--- config.mk ---
export PLATFORM = sky130hd
export DESIGN_NAME = latch_arbiter
export DESIGN_NICKNAME = d
export VERILOG_FILES = /design/src/rtl/latch_arbiter.sv
export SDC_FILE = /design/constraint.sdc
export NUM_CORES = 1
export LEC_CHECK = 0
export BUFFER_PORTS_ARGS = -buffer_cell sky130_fd_sc_hd__buf_2
export CORE_UTILIZATION = 43
export CTS_CLUSTER_SIZE = 28
export DETAILED_ROUTE_END_ITERATION = 8
export HOLD_SLACK_MARGIN = 0.1
export PLACE_DENSITY = 0.75
export SKIP_LAST_GASP = 1
export SYNTH_ARGS = -nofsm -noshare
export SYNTH_HDL_FRONTEND = slang
export SYNTH_SLANG_ARGS = --single-unit
--- constraint.sdc ---
create_clock -name clk -period 1.6 [get_ports clk]
set_input_delay 0.16 -clock clk [delete_from_list [all_inputs] [get_ports clk]]
set_output_delay 0.16 -clock clk [all_outputs]
set_load 0.01 [all_outputs]
--- src/rtl/latch_arbiter.sv ---
// Four-requester arbiter that writes one byte into a shared level-sensitive latch
// with setup, enable-pulse and hold phases. Define LATCH_ARB_RR_EN for round-robin arbitration.
module latch_arbiter #(
  parameter int SETUP_CYC = 1,
  parameter int PULSE_CYC = 2
) (
  input  logic        clk,
  input  logic        rst_n,
  input  logic [3:0]  req,
  input  logic [31:0] din,
  output logic [3:0]  gnt,
  output logic [3:0]  ack,
  output logic        lat_c,
  output logic [7:0]  lat_d,
  output logic [7:0]  shadow_q,
  output logic        busy
);

  localparam logic [1:0] IDLE  = 2'd0;
  localparam logic [1:0] SETUP = 2'd1;
  localparam logic [1:0] PULSE = 2'd2;
  localparam logic [1:0] HOLD  = 2'd3;

  localparam logic [3:0] SETUP_LAST = 4'(SETUP_CYC - 1);
  localparam logic [3:0] PULSE_LAST = 4'(PULSE_CYC - 1);

  logic [1:0] state_q, state_d;
  logic [3:0] cnt_q, cnt_d;
  logic [3:0] gnt_q, gnt_d;
  logic [3:0] ack_q, ack_d;
  logic       lat_c_q, lat_c_d;
  logic [7:0] lat_d_q, lat_d_d;
  logic [7:0] shadow_d;
  logic       busy_q, busy_d;
  logic [1:0] win_idx;
  logic       win_vld;

`ifdef LATCH_ARB_RR_EN
  logic [1:0] ptr_q, ptr_d;
  logic [1:0] cand;
  logic [1:0] own_idx;

  // Search starts at the pointer and wraps, so the last owner ends up lowest.
  always_comb begin
    win_idx = '0;
    win_vld = 1'b0;
    cand    = '0;
    for (int i = 0; i < 4; i++) begin
      cand = ptr_q + 2'(i);
      if (!win_vld && req[cand]) begin
        win_vld = 1'b1;
        win_idx = cand;
      end
    end
  end

  assign own_idx = {gnt_q[3] | gnt_q[2], gnt_q[3] | gnt_q[1]};

  always_comb begin
    ptr_d = ptr_q;
    if (state_q == HOLD) ptr_d = own_idx + 2'd1;
  end

  always_ff @(posedge clk) begin
    if (!rst_n) ptr_q <= '0;
    else        ptr_q <= ptr_d;
  end
`else
  always_comb begin
    win_idx = '0;
    win_vld = 1'b0;
    for (int i = 0; i < 4; i++) begin
      if (!win_vld && req[i]) begin
        win_vld = 1'b1;
        win_idx = 2'(i);
      end
    end
  end
`endif

  // NOTE: every variable gets a default at the top so no path leaves it unassigned (no latch).
  always_comb begin
    state_d  = state_q;
    cnt_d    = cnt_q;
    gnt_d    = gnt_q;
    ack_d    = '0;
    lat_c_d  = 1'b0;
    lat_d_d  = lat_d_q;
    shadow_d = shadow_q;
    case (state_q)
      IDLE: begin
        if (win_vld) begin
          gnt_d   = 4'b0001 << win_idx;
          lat_d_d = din[{win_idx, 3'b000} +: 8];
          if (SETUP_CYC == 0) begin
            state_d = PULSE;
            cnt_d   = PULSE_LAST;
            lat_c_d = 1'b1;
          end else begin
            state_d = SETUP;
            cnt_d   = SETUP_LAST;
          end
        end
      end
      SETUP: begin
        if (cnt_q == 4'd0) begin
          state_d = PULSE;
          cnt_d   = PULSE_LAST;
          lat_c_d = 1'b1;
        end else begin
          cnt_d = cnt_q - 4'd1;
        end
      end
      PULSE: begin
        if (cnt_q == 4'd0) begin
          state_d  = HOLD;
          ack_d    = gnt_q;
          shadow_d = lat_d_q;
        end else begin
          cnt_d   = cnt_q - 4'd1;
          lat_c_d = 1'b1;
        end
      end
      HOLD: begin
        state_d = IDLE;
        gnt_d   = '0;
      end
      default: state_d = IDLE;
    endcase
    busy_d = (state_d != IDLE);
  end

  // NOTE: reset is sampled on the clock edge only, so it sits inside the edge-triggered block.
  always_ff @(posedge clk) begin
    if (!rst_n) begin
      // NOTE: non-blocking assignments so every register samples pre-edge values.
      state_q  <= IDLE;
      cnt_q    <= '0;
      gnt_q    <= '0;
      ack_q    <= '0;
      lat_c_q  <= 1'b0;
      lat_d_q  <= '0;
      shadow_q <= '0;
      busy_q   <= 1'b0;
    end else begin
      state_q  <= state_d;
      cnt_q    <= cnt_d;
      gnt_q    <= gnt_d;
      ack_q    <= ack_d;
      lat_c_q  <= lat_c_d;
      lat_d_q  <= lat_d_d;
      shadow_q <= shadow_d;
      busy_q   <= busy_d;
    end
  end

  assign gnt   = gnt_q;
  assign ack   = ack_q;
  assign lat_c = lat_c_q;
  assign lat_d = lat_d_q;
  assign busy  = busy_q;

endmodule

==> results of run 1 <==
[repair_timing]
item	4_1_cts	5_1_grt
buffers inserted	2	1
resized for setup	8	16
pin swaps	4	2
endpoints found under the setup margin	8	27
[per-layer routing]
metal	global-route usage, %	vias to the layer above	routed length [um]
met4	11.0	0	112
met2	35.5	71	1970
met5	0	-	0
li1	-	830	-
met1	27.9	789	1940
met3	5.66	10	288
[logic make-up (layout without fill, tap and decap cells)]
logic type                 after synthesis  count (layout)  share of synthesized area, %
and+or+nand+nor                         69              69                          23.3
AOI/OAI and AO/OA                       59              59                          25.7
DFF                                     32              32                          40.4
buffers and inverters                   18             100                          5.45
adders and majority gates                5               5                          3.95
muxes                                    2               2                          1.26
[path summary, 6_finish.rpt]
kind | from | to | slack, ns | cells after the start
max reg2reg | state_q[1]$_SDFF_PN0_ | busy$_SDFF_PN0_ | -0.02 | 6
min reg2reg | shadow_q[3]$_SDFFE_PN0P_ | shadow_q[3]$_SDFFE_PN0P_ | 0.46 | 2
max | state_q[1]$_SDFF_PN0_ | busy$_SDFF_PN0_ | -0.02 | 6
min | din[15] | lat_d[7]$_SDFFE_PN0P_ | 0.17 | 3
[final cells by class]
class | count | area [um^2]
Sequential cell | 32 | 648
Clock inverter | 3 | 18.8
Clock buffer | 5 | 68.8
Timing Repair Buffer | 86 | 488
Fill cell | 296 | 1170
Inverter | 6 | 22.5
Tap cell | 46 | 57.6
Multi-Input combinational cell | 135 | 965
[worst max-delay path, stage by stage (launching register included)]
cell	delay [ns]
dfxtp_2	0.34
inv_2	0.09
ha_4	0.13
or4bb_4	0.53
nor2b_4	0.15
o32ai_4	0.20
or2_1	0.13
[registers in the layout (all words and copies together), names as in the netlist]
| name | cells |
|---|---|
| shadow_q | 8 |
| ack | 4 |
| busy | 1 |
| gnt | 4 |
| lat_c | 1 |
| cnt_q | 4 |
| state_q | 2 |
| lat_d | 8 |
[Yosys cell counts (2+ instances only)]
cell      number  area, um^2
nor4_1         2        12.5
a21o_1         7        52.6
nor2_1         8        30.0
a21oi_1       19        95.1
a221oi_1       7        61.3
nand2_1       26        97.6
clkbuf_1       6        22.5
ha_1           5        62.6
nand3b_1       8        60.1
dfxtp_1       32         641
o21ai_0       10        50.1
buf_6          2        22.5
mux2i_1        2        20.0
and3_1         4        25.0
a32oi_1        2        17.5
nand3_1        2        10.0
and2_1         2        12.5
o21a_1         2        15.0
inv_1          5        18.8
buf_2          3        15.0
nor2b_1        5        31.3
a31oi_1        2        12.5
nor3_1         3        15.0
a22oi_1        3        22.5
[power by group through the flow]
stage          Clock (uW)  Sequential, uW  Combinational (uW)
2_1_floorplan           0             962                 370
3_3_place_gp            0             945                 640
3_5_place_dp            0             946                 649
4_1_cts               604             930                 680
5_1_grt               646             944                 807
6_report              590             936                 742
[metrics by stage]
stage                     setup WS [ns]  instances  hold slack [ns]  util, %  total power, uW
after floorplan                 0.00221        185            0.309        -             1330
after global placement         -0.00981        302            0.436     60.1             1590
after detailed placement         -0.113        302            0.449     60.1             1600
after CTS                       -0.0616        312            0.161     63.6             2210
after global routing            -0.0825        313            0.169     65.9             2400
final                           -0.0161        313            0.166     65.9             2270
==> results.md, run 1 <==
* CTS root buf: clkbuf_8
* Sum Neg Setup Slack at -0.0161 ns
* Total routing usage reported by global routing at 22.3%
* Post-synth net total at approximately 230
* Required time worst endpoint at roughly 1.8 ns
* Fmax at about 0.62 GHz
* Final setup fails at 1
* Commonest cells after routing, fill and taps aside: buf_2 (63), dfxtp_1 (28), nand2_1 (25), buf_4 (23), a21oi_1 (19)
* #FFs+latches synth at 32
* Number of placed I/O pins at between 60 and 70
* Antenna violations before repair at 0
* Pwr Density at 1000 nW/um^2
* GRT Residual Overflow at 0
* Crit Path Max Fanout at 3
* Largest net degree at the start of global routing at 17
* Vias at 1700
* WL per Instance at between 10 and 15 um
* I/O Buffers at 63
* # rows at 21
* Failing checks: negative setup slack
* First-pass DRT Iterations at 4
* Clock skew at between 0.004 and 0.005 ns
* CTS buffer count at 5
* Worst skew pair latency at 0.28 ns
* CTS tree: yes
* Tmin final at around 1.6 ns
* CP arrival at approximately 1.8 ns
* Netlist Area Pre-Place at approximately 1600 um^2
* DRC Markers at 0
* First-pass GRT wire length at 6880 um
* Leak at just over 0.001 uW
* Die area at 3930 um^2
* Int Pwr at 1540 uW
* Final std cell area, no fill at 2270 um^2
* Post-Place Cell Area at approximately 2100 um^2
* Crit end category: register
* Area Overhead vs Synth at 43.1%
* Antenna-violating nets left at 0
* CP Class: reg -> reg
* Distinct cell type count after synthesis at 42
* Cells after synthesis at around 190
* Fraction of layout cells with a size suffix above 1 at 46.1%
* Iteration-0 DRC Markers at between 100 and 150
* Syn_area_per_cell at 8.57 um^2
* Worst relative slew slack at 71.5%
* Asr flop ratio synth at 0%
* Die width at between 60 and 70 um
* Ratio of final minimum period to clock period at 101%
* CTS max path bufs at 2
* RSZ-0062 raised after global routing: true
* Run status: complete, but fails checks
* Hold-fix buffer count after cts at 0
* Final WL at roughly 4300 um
* Register area share after synthesis at about 40%
* Switching power at about 730 uW
* Slew Limit Fails at 0
* Peak VDD IR at between 0.8 and 0.9 mV
* Hpwl dp at about 3100 um
* Main synth FF type: dfxtp_1
* Warnings from Yosys at 0
* Clock sinks at 32
* Core area at between 3000 and 4000 um^2
* Sw Share at around a third
* Worst setup margin at -0.0161 ns
* Number of synthesized flops with an enable pin at 0
* Seq pwr share at roughly 41%
* Combinational power share at between 30% and 40%
* Initial core utilization at a little under half
* ANT cells at 0
* Net count, final at between 300 and 400
* Vias in the first global route at 1528
* Maxcap violations at 0
* Final hold vios at 0
* Reg clk slew, reported paths at roughly 0.060 ns
* Least-Margin Pin Slew at ~0.42 ns
* Critical path startpoint category: register
* Hold crit path type: in -> reg
* Vias per cell at 5.43
* Gpl congestion at between 0.7 and 0.8
* Die H at 62.7 um
* Commonest non-fill, non-tap cell in the layout: buf_2
* CTS H-tree lvls at 2
* Clk pwr share at between 20% and 30%
No activity file was read; power rests on OpenSTA's default activity.
==> run 2, diff against run 1 <==
--- a/config.mk
+++ b/config.mk
@@ -11,7 +11,6 @@
 export DETAILED_ROUTE_END_ITERATION = 8
 export HOLD_SLACK_MARGIN = 0.1
 export PLACE_DENSITY = 0.75
-export SKIP_LAST_GASP = 1
 export SYNTH_ARGS = -nofsm -noshare
 export SYNTH_HDL_FRONTEND = slang
 export SYNTH_SLANG_ARGS = --single-unit
==> run 2 against run 1 <==
Effect of this change:
- the run still ends with negative setup slack left
- maximum frequency increased by 0.85%
- total power rose by 0.71%
- sequential cell count stayed put
- critical path depth rose by 1
- final cell count increased by 0.32%
- setup slack better by 0.014 ns
- clock skew shrank 0.00090 ns
- critical endpoint is now cnt_q[0]$_SDFFE_PN0P_
==> results.md, run 2 (synthesis gave the netlist of run 1 again) <==
* Reg clk slew, reported paths at ~0.07 ns
* Final hold vios at 0
* Initial core utilization at a little under half
* Slew Limit Fails at 0
* Worst reg-to-reg path cell count at 7
* Crit end category: register
* Int Pwr at roughly 1500 uW
* Hold-fix buffer count after cts at 0
* Final WL at roughly 4400 um
* Leak at 0.00101 uW
* Fraction of layout cells with a size suffix above 1 at about 46%
* RSZ-0062 raised after global routing: true
* I/O Buffers at 63
* Maxcap violations at 0
* First-pass GRT wire length at approximately 7000 um
* Fmax at approximately 0.62 GHz
* ANT cells at 0
* Clock sinks at 32
* WL per Instance at around 14 um
* GRT Residual Overflow at 0
* Net count, final at slightly above 300
* Antenna violations before repair at 0
* Worst relative slew slack at 71.1%
* CP Class: reg -> reg
* CTS tree: yes
* Antenna-violating nets left at 0
* Area Overhead vs Synth at 43.0%
* Largest net degree at the start of global routing at 17
* Tmin final at approximately 1.6 ns
* Vias at 1725
* Clock skew at a little over 0.004 ns
* Clk pwr share at between 20% and 30%
* Pwr Total at around 2300 uW
* CTS root buf: clkbuf_8
* Least-Margin Pin Slew at 0.429 ns
* Die width at 62.7 um
* CP arrival at ~1.8 ns
* Vias per cell at roughly 5.5
* Critical-path top delay cell: or4bb_4
* CTS buffer count at 5
* Critical path startpoint category: register
* Peak VDD IR at 0.909 mV
* Vias in the first global route at about 1500
* Hold crit path type: in -> reg
* Die area at 3930 um^2
* Ratio of final minimum period to clock period at 100%
* CTS max path bufs at 2
* # rows at 21
* Worst setup margin at -0.00238 ns
* CTS H-tree lvls at 2
* Commonest cells after routing, fill and taps aside: buf_2 (63), dfxtp_1 (28), nand2_1 (25), buf_4 (24), a21oi_1 (18)
* Combinational power share at ~33%
* Final setup fails at 1
* Final Core Density at about two thirds
* WHS Path Cells at 3
* Number of placed I/O pins at 64
* Die H at about 63 um
* Gr busiest metal: met2
* Iteration-0 DRC Markers at 78
* Post-Place Cell Area at slightly above 2000 um^2
* Run status: complete, but fails checks
* First-pass DRT Iterations at 4
* Gpl congestion at about 0.76
* Met3 Use GR at between 5 and 6%
* Total routing usage reported by global routing at 22.4%
* Pwr Density at between 1000 and 1500 nW/um^2
* Routing usage on met1 at about 28%
* Core area at approximately 3400 um^2
* Commonest non-fill, non-tap cell in the layout: buf_2
* Sw Share at approximately 32%
* Switching power at 741 uW
* DRC Markers at 0
* Failing checks: negative setup slack
* CP peak stage delay at around 0.53 ns
* Final std cell area, no fill at approximately 2300 um^2
* Hold slack at 0.161 ns
* Seq pwr share at about 41%
* Worst skew pair latency at 0.28 ns
* Hpwl dp at approximately 3100 um
* Met2 Use GR at 35.9%
* Crit Path Max Fanout at 2
* Required time worst endpoint at between 1.5 and 2 ns
* Critical path cell sequence: inv_2, ha_4, or4bb_4, buf_4, a21oi_2, nand3_1, o31ai_1
[run 2: cell type report]
cell class	count	area [um^2]
fillers	294	1170
multi-input cells	135	956
flip-flops and latches	32	648
repair buffers	87	495
clock buffers	5	68.8
well taps	46	57.6
inverters	6	22.5
clock inverters	3	18.8
[run 2: path summary, 6_finish.rpt]
kind                                          startpoint                        to  slack, ns
worst max-delay path               state_q[1]$_SDFF_PN0_     cnt_q[0]$_SDFFE_PN0P_     -0.002
worst min-delay path                             din[15]     lat_d[7]$_SDFFE_PN0P_       0.16
worst max register to register     state_q[1]$_SDFF_PN0_     cnt_q[0]$_SDFFE_PN0P_     -0.002
worst min register to register  shadow_q[3]$_SDFFE_PN0P_  shadow_q[3]$_SDFFE_PN0P_       0.46
[run 2: worst max-delay path, delay by kind of cell (launching register included)]
family | cells | cell delay (ns)
fa+ha+maj | 1 | 0.13
compound gates | 2 | 0.20
simple gates | 2 | 0.61
flops | 1 | 0.32
buf+inv | 2 | 0.24
[run 2: routing by layer]
layer	vias to the layer above	part of all wire, %
met1	794	44
met4	0	3.9
met3	18	7.1
met2	81	45
met5	-	0
li1	832	-
[run 2: power groups by stage]
stage / combinational (uW) / clock, uW / sequential [uW]
after floorplan: 370 / 0 / 962
after global routing: 818 / 650 / 943
final: 751 / 599 / 934
after CTS: 683 / 604 / 930
after detailed placement: 649 / 0 / 946
after global placement: 640 / 0 / 945
[run 2: timing repair]
| item | in CTS | in global routing |
|---|---|---|
| resized for setup | 10 | 12 |
| setup buffers | 2 | 2 |
| setup endpoints to repair | 8 | 22 |
| pin swaps | 4 | 4 |
| endpoints found under the hold margin | 0 | 0 |
| cloned | 0 | 0 |
[run 2: through the flow]
| stage | TNS, ns | instances | setup WS, ns |
|---|---|---|---|
| finish | -0.00238 | 314 | -0.00238 |
| global route | -0.128 | 314 | -0.0634 |
| CTS | 0 | 312 | 0.000849 |
| detailed placement | -0.401 | 302 | -0.113 |
| global placement | -0.00981 | 302 | -0.00981 |
| floorplan | 0 | 185 | 0.00221 |
